--- src/rtl/nibble_serial_adder.sv ---
// nibble_serial_adder: WIDTH-bit a+b+cin one nibble per clock; define NSA_OVF_FLAG_EN for the signed ovf output.
module nibble_serial_adder #(
    parameter int WIDTH = 16
) (
    input  logic             clk,
    input  logic             rst,
    input  logic             in_valid,
    output logic             in_ready,
    input  logic [WIDTH-1:0] a,
    input  logic [WIDTH-1:0] b,
    input  logic             cin,
    output logic             out_valid,
    input  logic             out_ready,
    output logic [WIDTH-1:0] sum,
    output logic             cout
`ifdef NSA_OVF_FLAG_EN
    ,
    output logic             ovf
`endif
);
    localparam int NIBBLES = WIDTH / 4;
    localparam int CW = $clog2(NIBBLES + 1);
    localparam logic [CW-1:0] LAST = CW'(NIBBLES - 1);

    if (WIDTH < 4 || WIDTH % 4 != 0) begin : g_bad_width
        $error("nibble_serial_adder: WIDTH must be a multiple of 4 and >= 4");
    end

    typedef enum logic [1:0] {IDLE, ADD, DONE} state_t;

    state_t           state;
    logic [WIDTH-1:0] a_sh, b_sh, sum_sh, sum_nx;
    logic [WIDTH+3:0] sum_cat;
    logic [CW-1:0]    cnt;
    logic             carry, c;
    logic [3:0]       s4;

    always_comb begin
        {c, s4} = {1'b0, a_sh[3:0]} + {1'b0, b_sh[3:0]} + {4'b0, carry};
        sum_cat = {s4, sum_sh};
        sum_nx  = sum_cat[WIDTH+3:4];
    end

    always_ff @(posedge clk) begin
        if (rst) begin
            state     <= IDLE;
            in_ready  <= 1'b1;
            out_valid <= 1'b0;
            sum       <= '0;
            cout      <= 1'b0;
            a_sh      <= '0;
            b_sh      <= '0;
            sum_sh    <= '0;
            carry     <= 1'b0;
            cnt       <= '0;
`ifdef NSA_OVF_FLAG_EN
            ovf       <= 1'b0;
`endif
        end else begin
            case (state)
                IDLE: if (in_valid) begin
                    a_sh     <= a;
                    b_sh     <= b;
                    carry    <= cin;
                    cnt      <= '0;
                    in_ready <= 1'b0;
                    state    <= ADD;
                end
                ADD: begin
                    a_sh   <= a_sh >> 4;
                    b_sh   <= b_sh >> 4;
                    sum_sh <= sum_nx;
                    carry  <= c;
                    cnt    <= cnt + CW'(1);
                    if (cnt == LAST) begin
                        sum       <= sum_nx;
                        cout      <= c;
                        out_valid <= 1'b1;
                        state     <= DONE;
`ifdef NSA_OVF_FLAG_EN
                        // carry into the MSB is recovered from the MSB's own sum bit
                        ovf       <= c ^ (a_sh[3] ^ b_sh[3] ^ s4[3]);
`endif
                    end
                end
                DONE: if (out_ready) begin
                    out_valid <= 1'b0;
                    in_ready  <= 1'b1;
                    state     <= IDLE;
                end
                default: state <= IDLE;
            endcase
        end
    end
endmodule

--- config.mk ---
export PLATFORM = sky130hd
export DESIGN_NAME = nibble_serial_adder
export DESIGN_NICKNAME = d
export VERILOG_FILES = /design/src/rtl/nibble_serial_adder.sv
export SDC_FILE = /design/constraint.sdc
export NUM_CORES = 1
export LEC_CHECK = 0
export ABC_CLOCK_PERIOD_IN_PS = 2740
export BUFFER_PORTS_ARGS = -buffer_cell sky130_fd_sc_hd__buf_4
export CORE_UTILIZATION = 24
export DETAILED_ROUTE_END_ITERATION = 10
export GPL_TIMING_DRIVEN = 1
export PLACE_DENSITY = 0.5
export SYNTH_ARGS = -nofsm -noshare
export SYNTH_HDL_FRONTEND = slang
export SYNTH_SLANG_ARGS = --single-unit
--- constraint.sdc ---
create_clock -name clk -period 2.74 [get_ports clk]
set_clock_uncertainty 0.2 [all_clocks]
set_input_delay 0.137 -clock clk [delete_from_list [all_inputs] [get_ports clk]]
set_output_delay 0.137 -clock clk [all_outputs]
set_load 0.005 [all_outputs]
Word-level counts from Yosys, hierarchy flattened
Index checks and enable logic that the tools add are counted.
- equality and inequality tests: 6
- add/subtract/negate cells: 3
- reductions and logical operators: 9
- multiplexer cells: 18
- operator list (kind ; count):
    case mux 16 bit (2 select lines) ; 2
    2-to-1 mux 16 bit ; 2
    AND reduction 3 bit ; 3
    2-to-1 mux 2 bit ; 3
    != test 2 bit (second input constant) ; 3
    case mux 1 bit (2 select lines) ; 3
    case mux 2 bit (3 select lines) ; 1
    case mux 3 bit (2 select lines) ; 1
    nonzero test 2 bit ; 3
    adder 4 x 4 -> 5 bit ; 1
    adder 5 x 1 -> 5 bit ; 1
    2-to-1 mux 1 bit ; 5
    AND reduction 2 bit ; 2
    adder 3 x 1 -> 3 bit (second input constant) ; 1
    equality test 3 x 2 -> 1 bit (second input constant) ; 1
    2-to-1 mux 3 bit ; 1
    equality test 2 x 1 -> 1 bit (second input constant) ; 1
    equality test 2 bit (second input constant) ; 1
    zero test 2 bit ; 1
- flip-flop bits (word level): 73

Logic depth before layout (Yosys ltp)
Gate-level depths: netlist of run 1.
- depth after elaboration: 3
- mapped depth: 7
- depth with buffers taken out: 6

Worst setup path after synthesis of run 1
No wires, ideal clock.
- kind: register to register
- start point: register a_sh[0]
- end point: register carry
- path slack: 0.877 ns
- stages on the path, launching flop included: 7
- setup time: 0.103 ns
- required time: 2.437 ns
- arrival time: 1.560 ns
- cells stage by stage: dfxtp_1 fa_1 inv_1 fa_1 nand2b_1 o2bb2ai_1 a2111oi_2
- cells in the longest elaborated chain, start to end: 3
- ends and longest elaborated chain (item ; RTL line ; source):
    from (decl) ; 32 ; logic [WIDTH-1:0] a_sh, b_sh, sum_sh, sum_nx;
    from (signal assigned) ; 70 ; a_sh <= a_sh >> 4;
    adder 4 x 4 -> 5 bit ; 39 ; {c, s4} = {1'b0, a_sh[3:0]} + {1'b0, b_sh[3:0]} + {4'b0, carry};
    adder 5 x 1 -> 5 bit ; 39 ;
    case mux 1 bit (2 select lines) ; 60 ; case (state)
    to (signal assigned) ; 64 ; carry <= cin;
    to (decl) ; 35 ; logic carry, c;
No other way between the ends.
A chain may end at the register's enable or synchronous reset.

Worst setup path after layout of run 1
Ends and elaborated chain as after synthesis.

==> results of run 1 <==
## layout by cell type, fill, tap and decap left out, types with 3 or more instances in the layout
cell type / instances
nand2_1: 48
buf_4: 65
a21oi_1: 52
o221a_2: 24
dlygate4sd3_1: 9
nand2b_1: 5
a211oi_1: 4
clkbuf_16: 9
a22oi_1: 9
clkinv_2: 3
ha_1: 5
dfxtp_1: 68
nor2b_1: 27
nor2_1: 43
inv_1: 4
## worst max-delay path, cell delays in order (launching register included)
cell	delay, ns
dfxtp_1	0.36
fa_1	0.21
inv_1	0.06
fa_1	0.38
nand2b_1	0.15
o2bb2ai_1	0.15
a2111oi_2	0.36
## synth_stat cells, types with 5 or more instances
cell,count
a21oi_1,52
a22oi_1,9
buf_2,8
buf_4,6
clkbuf_1,11
dfxtp_1,69
ha_1,5
nand2_1,48
nand2b_1,5
nor2_1,43
nor2b_1,27
o221a_2,24
## repair_timing
item,CTS,global route
hold buffers,9,0
buffers inserted,0,0
endpoints found under the setup margin,0,0
endpoints found under the hold margin,10,0
## power by group through the flow
stage	Clock [mW]	Combinational (mW)	Sequential, mW
after floorplan	0	0.224	1.11
after global placement	0	0.308	1.12
after detailed placement	0	0.310	1.12
after CTS	1.26	0.323	1.10
after global routing	1.29	0.354	1.11
final	1.22	0.316	1.10
## state kept, by name, indices dropped and copies added, names as in the netlist
signal     flops
cnt            3
state          2
sum_sh        12
cout           1
a_sh          16
in_ready       1
b_sh          16
out_valid      1
sum           16
carry          1
## layer usage
metal / global-route usage / vias up / share of wire
li1: - / 1308 / -
met1: 0.139 / 1138 / 0.46
met2: 0.198 / 35 / 0.49
met3: 0.0291 / 10 / 0.033
met4: 0.0494 / 0 / 0.017
met5: 0 / - / 0
## cell families after synthesis
kind of cell	after synthesis	synth area share
AOI/OAI and AO/OA	100	0.242
xor gates and xnor gates	1	0.00288
adders and majority gates	7	0.0337
buffers and inverters	35	0.0638
DFF	69	0.454
muxes	1	0.00329
and+or+nand+nor	130	0.200
## layout make-up
type | instances | area, sq um | share of cell area
Clock buffer | 9 | 225 | 0.0567
Inverter | 5 | 18.8 | 0.00473
Tap cell | 168 | 210 | 0.0529
Multi-Input combinational cell | 239 | 1470 | 0.369
Timing Repair Buffer | 74 | 578 | 0.146
Clock inverter | 7 | 90.1 | 0.0227
Sequential cell | 69 | 1380 | 0.348
## worst paths after layout
path | endpoint | cells after the start
max reg2reg | carry | 6
min reg2reg | sum[2] | 2
min | b_sh[7] | 4
max | carry | 6
## through the flow
| stage | util | hold slack, ns | instance area [sq um] | worst slack [ns] | instances |
|---|---|---|---|---|---|
| after floorplan | - | 0.0853 | 3040 | 0.877 | 343 |
| after global placement | 0.293 | 0.173 | 3560 | 0.828 | 546 |
| after detailed placement | 0.293 | 0.182 | 3560 | 0.756 | 546 |
| after CTS | 0.326 | 0.0488 | 3970 | 0.744 | 571 |
| after global routing | 0.326 | 0.0663 | 3970 | 0.624 | 571 |
| final | 0.326 | 0.0567 | 3970 | 0.762 | 571 |
==> key figures, run 1 <==
Power and ir drop
  – Worst vdd ir: 0.000209 V
  – Power share of the combinational group: 0.120
  – Power consumption: approximately 2.6 mW
  – Leakage: 1.57 nW
  – Seq pwr share: 0.416
  – Clk pwr share: 0.464
  – Switch Pwr: 0.625 mW
  – Sw Share: 0.237
  – PwrDens: ~660 nW/um^2
  – Internal power: 2.01 mW

Timing
  – Final hold vios: 0
  – Fin. max-slew vios: 0
  – RSZ-0062 raised after global routing: no
  – Final Cycle Share: 0.722
  – Setup violators final: 0
  – Min cycle time layout: 1.98 ns
  – Worst-Margin Slew: 0.519 ns
  – Setup TNS Final: 0 ns
  – F_max: ~500 MHz
  – Slew headroom: 0.654

Clocking
  – H-tree Lvls: 3
  – Clk root buf: clkbuf_16
  – Clock slew at reported path FFs: about 0.060 ns
  – CTS tree: yes
  – Worst-case clock buffer depth: 2
  – CTS sink cnt: 69
  – Clk_lat worst skew: 0.33 ns
  – Number of gates resized after CTS: 0
  – Inserted Clock Buffers: 9

Yosys
  – Post-Syn Instances: 343
  – Post-synth EDFFs: 0
  – Sequential share of the synthesized area: 0.454
  – Post-synthesis cell type count: 34
  – Async SR Flop Fraction: 0
  – Area contributors post-synth: dfxtp_1 45%, o221a_2 8.9%, a21oi_1 8.6%
  – Main flop type after synthesis: dfxtp_1
  – Yosys top cell area share: 0.454
  – Area leader, netlist: dfxtp_1
  – Synth Warn #: 0
  – Mean Syn Cell Area: 8.86 sq um
  – Post-Syn Area: 3040 sq um
  – #FFs+latches synth: between 60 and 70
  – Syn_nets: 387

Floorplan
  – Die height: 115 microns
  – IO Pins: 56
  – Initial core utilization: 0.250
  – Full die area: 13100 sq um
  – FP Rows: 40
  – Die Width: 115 microns
  – Core Footprint: ~12000 sq um

Routing
  – Post-DR wirelength/cell: 12.6 microns
  – Via count: 2491
  – DR pass1 iterations: 4
  – Drt via density: 4.36
  – DRT iter0 DRCs: 120
  – Post-route DRC: 0
  – Post-Route WL: 7.19 mm
  – ANT nets after route: 0

Final layout
  – Final-layout fill cell count: 1278
  – Area Growth Syn to Fin: 30.6%
  – Layout cells sized above 1: 0.273
  – # nets final: 442
  – # diodes: 0

Critical path
  – CP Max Fanout: 2
  – Worst Setup SP: a_sh[0]
  – Crit Path Class: reg -> reg
  – Crit path capture type: flop
  – Worst EP required: between 2 and 3 ns
  – Worst r2r src: a_sh[0]
  – Data arrival time of the critical path: 2.00 ns
  – Reg2Reg Setup Slack: between 0.7 and 0.8 ns
  – Startpoint type of the worst setup path: flop

Global route
  – Total Routing Usage GR: 0.116
  – Number of global-route vias before repair: 2478
  – Largest net degree at the start of global routing: between 40 and 50
  – Initial antenna violation count: 0
  – Grt total ovfl: 0
  – First-pass GRT wire length: 11.9 mm

Flow run
  – Total of max-cap violations: 0

Worst hold path
  – Min-delay src: b[7]
  – HP Class: in -> reg

Run status
  – Status: completed

Placed design
  – RD Place Congestion: approximately 0.72
  – Post-DP HPWL: ~4.9 mm
  – IO Port Bufs: 55
Power figures use the tool's default switching activity.
==> inputs of run 2 (changes only) <==
ABC_CLOCK_PERIOD_IN_PS = 1800   (was 2740)
PLACE_DENSITY = 0.51   (was 0.5)
clock period = 1.8 ns   (was 2.74 ns; I/O delays follow)
==> key figures, run 2 (synthesis gave the netlist of run 1 again) <==
Run status
  – Status: finished, violations left
  – Failing checks: negative setup slack

Floorplan
  – FP Rows: 40
  – IO Pins: 56
  – Die Width: 115 microns
  – Full die area: 13100 sq um
  – Initial core utilization: 0.250
  – Core Footprint: 12200 sq um
  – Die height: 115 microns

Routing
  – Post-DR wirelength/cell: 12.5 microns
  – DR pass1 iterations: 4
  – Post-route DRC: 0
  – Via count: 2623
  – DRT iter0 DRCs: approximately 160
  – Post-Route WL: between 7 and 8 mm
  – Drt via density: 4.47
  – ANT nets after route: 0

Clocking
  – Clk root buf: clkbuf_16
  – Post-CTS Setup Inserts: 0
  – Inserted Clock Buffers: 9
  – CTS sink cnt: 69
  – H-tree Lvls: 3
  – Clock slew at reported path FFs: around 0.06 ns
  – CTS tree: yes
  – Worst-case clock buffer depth: 2
  – Clk_lat worst skew: ~0.33 ns

Critical path
  – Worst r2r src: a_sh[0]
  – Data arrival time of the critical path: between 1.5 and 2 ns
  – Crit Path Class: reg -> reg
  – Startpoint type of the worst setup path: flop
  – CP Max Fanout: 2
  – Crit path capture type: flop
  – Worst Setup SP: a_sh[0]
  – Reg2reg path depth: 6
  – Worst EP required: 1.82 ns
  – Capture point of the worst reg-to-reg path: carry
  – Reg2Reg Setup Slack: -0.006 ns

Global route
  – First-pass GRT wire length: around 12 mm
  – M1 GR Usage: 0.146
  – Grt total ovfl: 0
  – GR peak layer: met2
  – Number of global-route vias before repair: 2456
  – Initial antenna violation count: 0
  – Largest net degree at the start of global routing: 35
  – Met3 Usage GRT: 0.0323
  – Met2 Resource Use GR: 0.192
  – Total Routing Usage GR: 0.119

Final layout
  – # diodes: 0
  – Area Growth Syn to Fin: 37.3%
  – Fin util: 0.343
  – # nets final: 458
  – Layout cells sized above 1: 0.315
  – Most common cell after layout, fill and taps aside: buf_4
  – Largest registers: a_sh x16, b_sh x16, sum x16
  – Most frequent cells in the layout: 74 x buf_4, 65 x dfxtp_1, 51 x a21oi_1

Placed design
  – Post-DP HPWL: 5.05 mm
  – IO Port Bufs: 55
  – RD Place Congestion: 0.772

Timing
  – Setup violators final: 1
  – Fin. max-slew vios: 0
  – Fin worst setup slack: -0.00605 ns
  – Slew headroom: 0.712
  – Final hold vios: 0
  – RSZ-0062 raised after global routing: yes
  – Final Cycle Share: 1.00
  – Min cycle time layout: 1.81 ns
  – F_max: 554 MHz
  – Worst-Margin Slew: 0.432 ns

Worst hold path
  – Min-delay src: b[11]
  – HP Class: in -> reg
  – WHS Path Cells: 4
  – Min-Delay Endpoint: b_sh[11]

Power and ir drop
  – Worst vdd ir: 0.000431 V
  – Leakage: about 1.7 nW
  – Power consumption: 4.13 mW
  – PwrDens: 989 nW/um^2

Flow run
  – Total of max-cap violations: 0
## run 2: through the flow
stage / hold WS (ns) / instance area, sq um / setup TNS [ns] / setup WS, ns / cells
after floorplan: 0.0383 / 3060 / 0 / 0.00893 / 343
after global placement: 0.127 / 3680 / -0.0201 / -0.0201 / 557
after detailed placement: 0.135 / 3680 / -0.128 / -0.0794 / 557
after CTS: 0.00109 / 4150 / -0.0471 / -0.0277 / 587
after global routing: 0.00787 / 4170 / -0.162 / -0.0875 / 587
final: 0.0138 / 4170 / -0.00605 / -0.00605 / 587
## run 2: how the worst max path moves through the flow
| stage | endpoint | slack [ns] |
|---|---|---|
| floorplan | carry | 0.009 |
| CTS | cout | -0.03 |
| finish | carry | -0.006 |
| detailed placement | carry | -0.08 |
| global route | carry | -0.09 |
| global placement | carry | -0.02 |
## run 2: per-layer routing
metal,share of wire,vias up
met3,0.040,14
li1,-,1341
met4,0.022,0
met2,0.47,43
met5,0,-
met1,0.47,1225
## run 2: repair_timing
item                                    4_1_cts  5_1_grt
pin swaps                                     2        2
endpoints found under the setup margin        2        7
hold buffers                                 14        0
hold endpoints to repair                     20        0
resized for setup                             3        4
## run 2: cell type report
| class | instances | area, sq um |
|---|---|---|
| multi-input cells | 239 | 1510 |
| inverters | 5 | 18.8 |
| repair buffers | 90 | 727 |
| well taps | 168 | 210 |
| flip-flops and latches | 69 | 1390 |
| clock inverters | 4 | 70.1 |
| fillers | 1270 | 7990 |
| clock buffers | 12 | 256 |
## run 2: critical path, stage by stage (launching register included)
cell,delay [ns]
dfxtp_2,0.34
fa_2,0.23
inv_2,0.04
fa_2,0.34
nand2b_4,0.15
o2bb2ai_2,0.12
a2111oi_2,0.28
## run 2: report_power, final
group | internal [mW] | switching [mW] | total, mW
registers | 1.62 | 0.0575 | 1.67
clock network | 1.28 | 0.628 | 1.91
logic | 0.287 | 0.256 | 0.543
total | 3.19 | 0.941 | 4.13
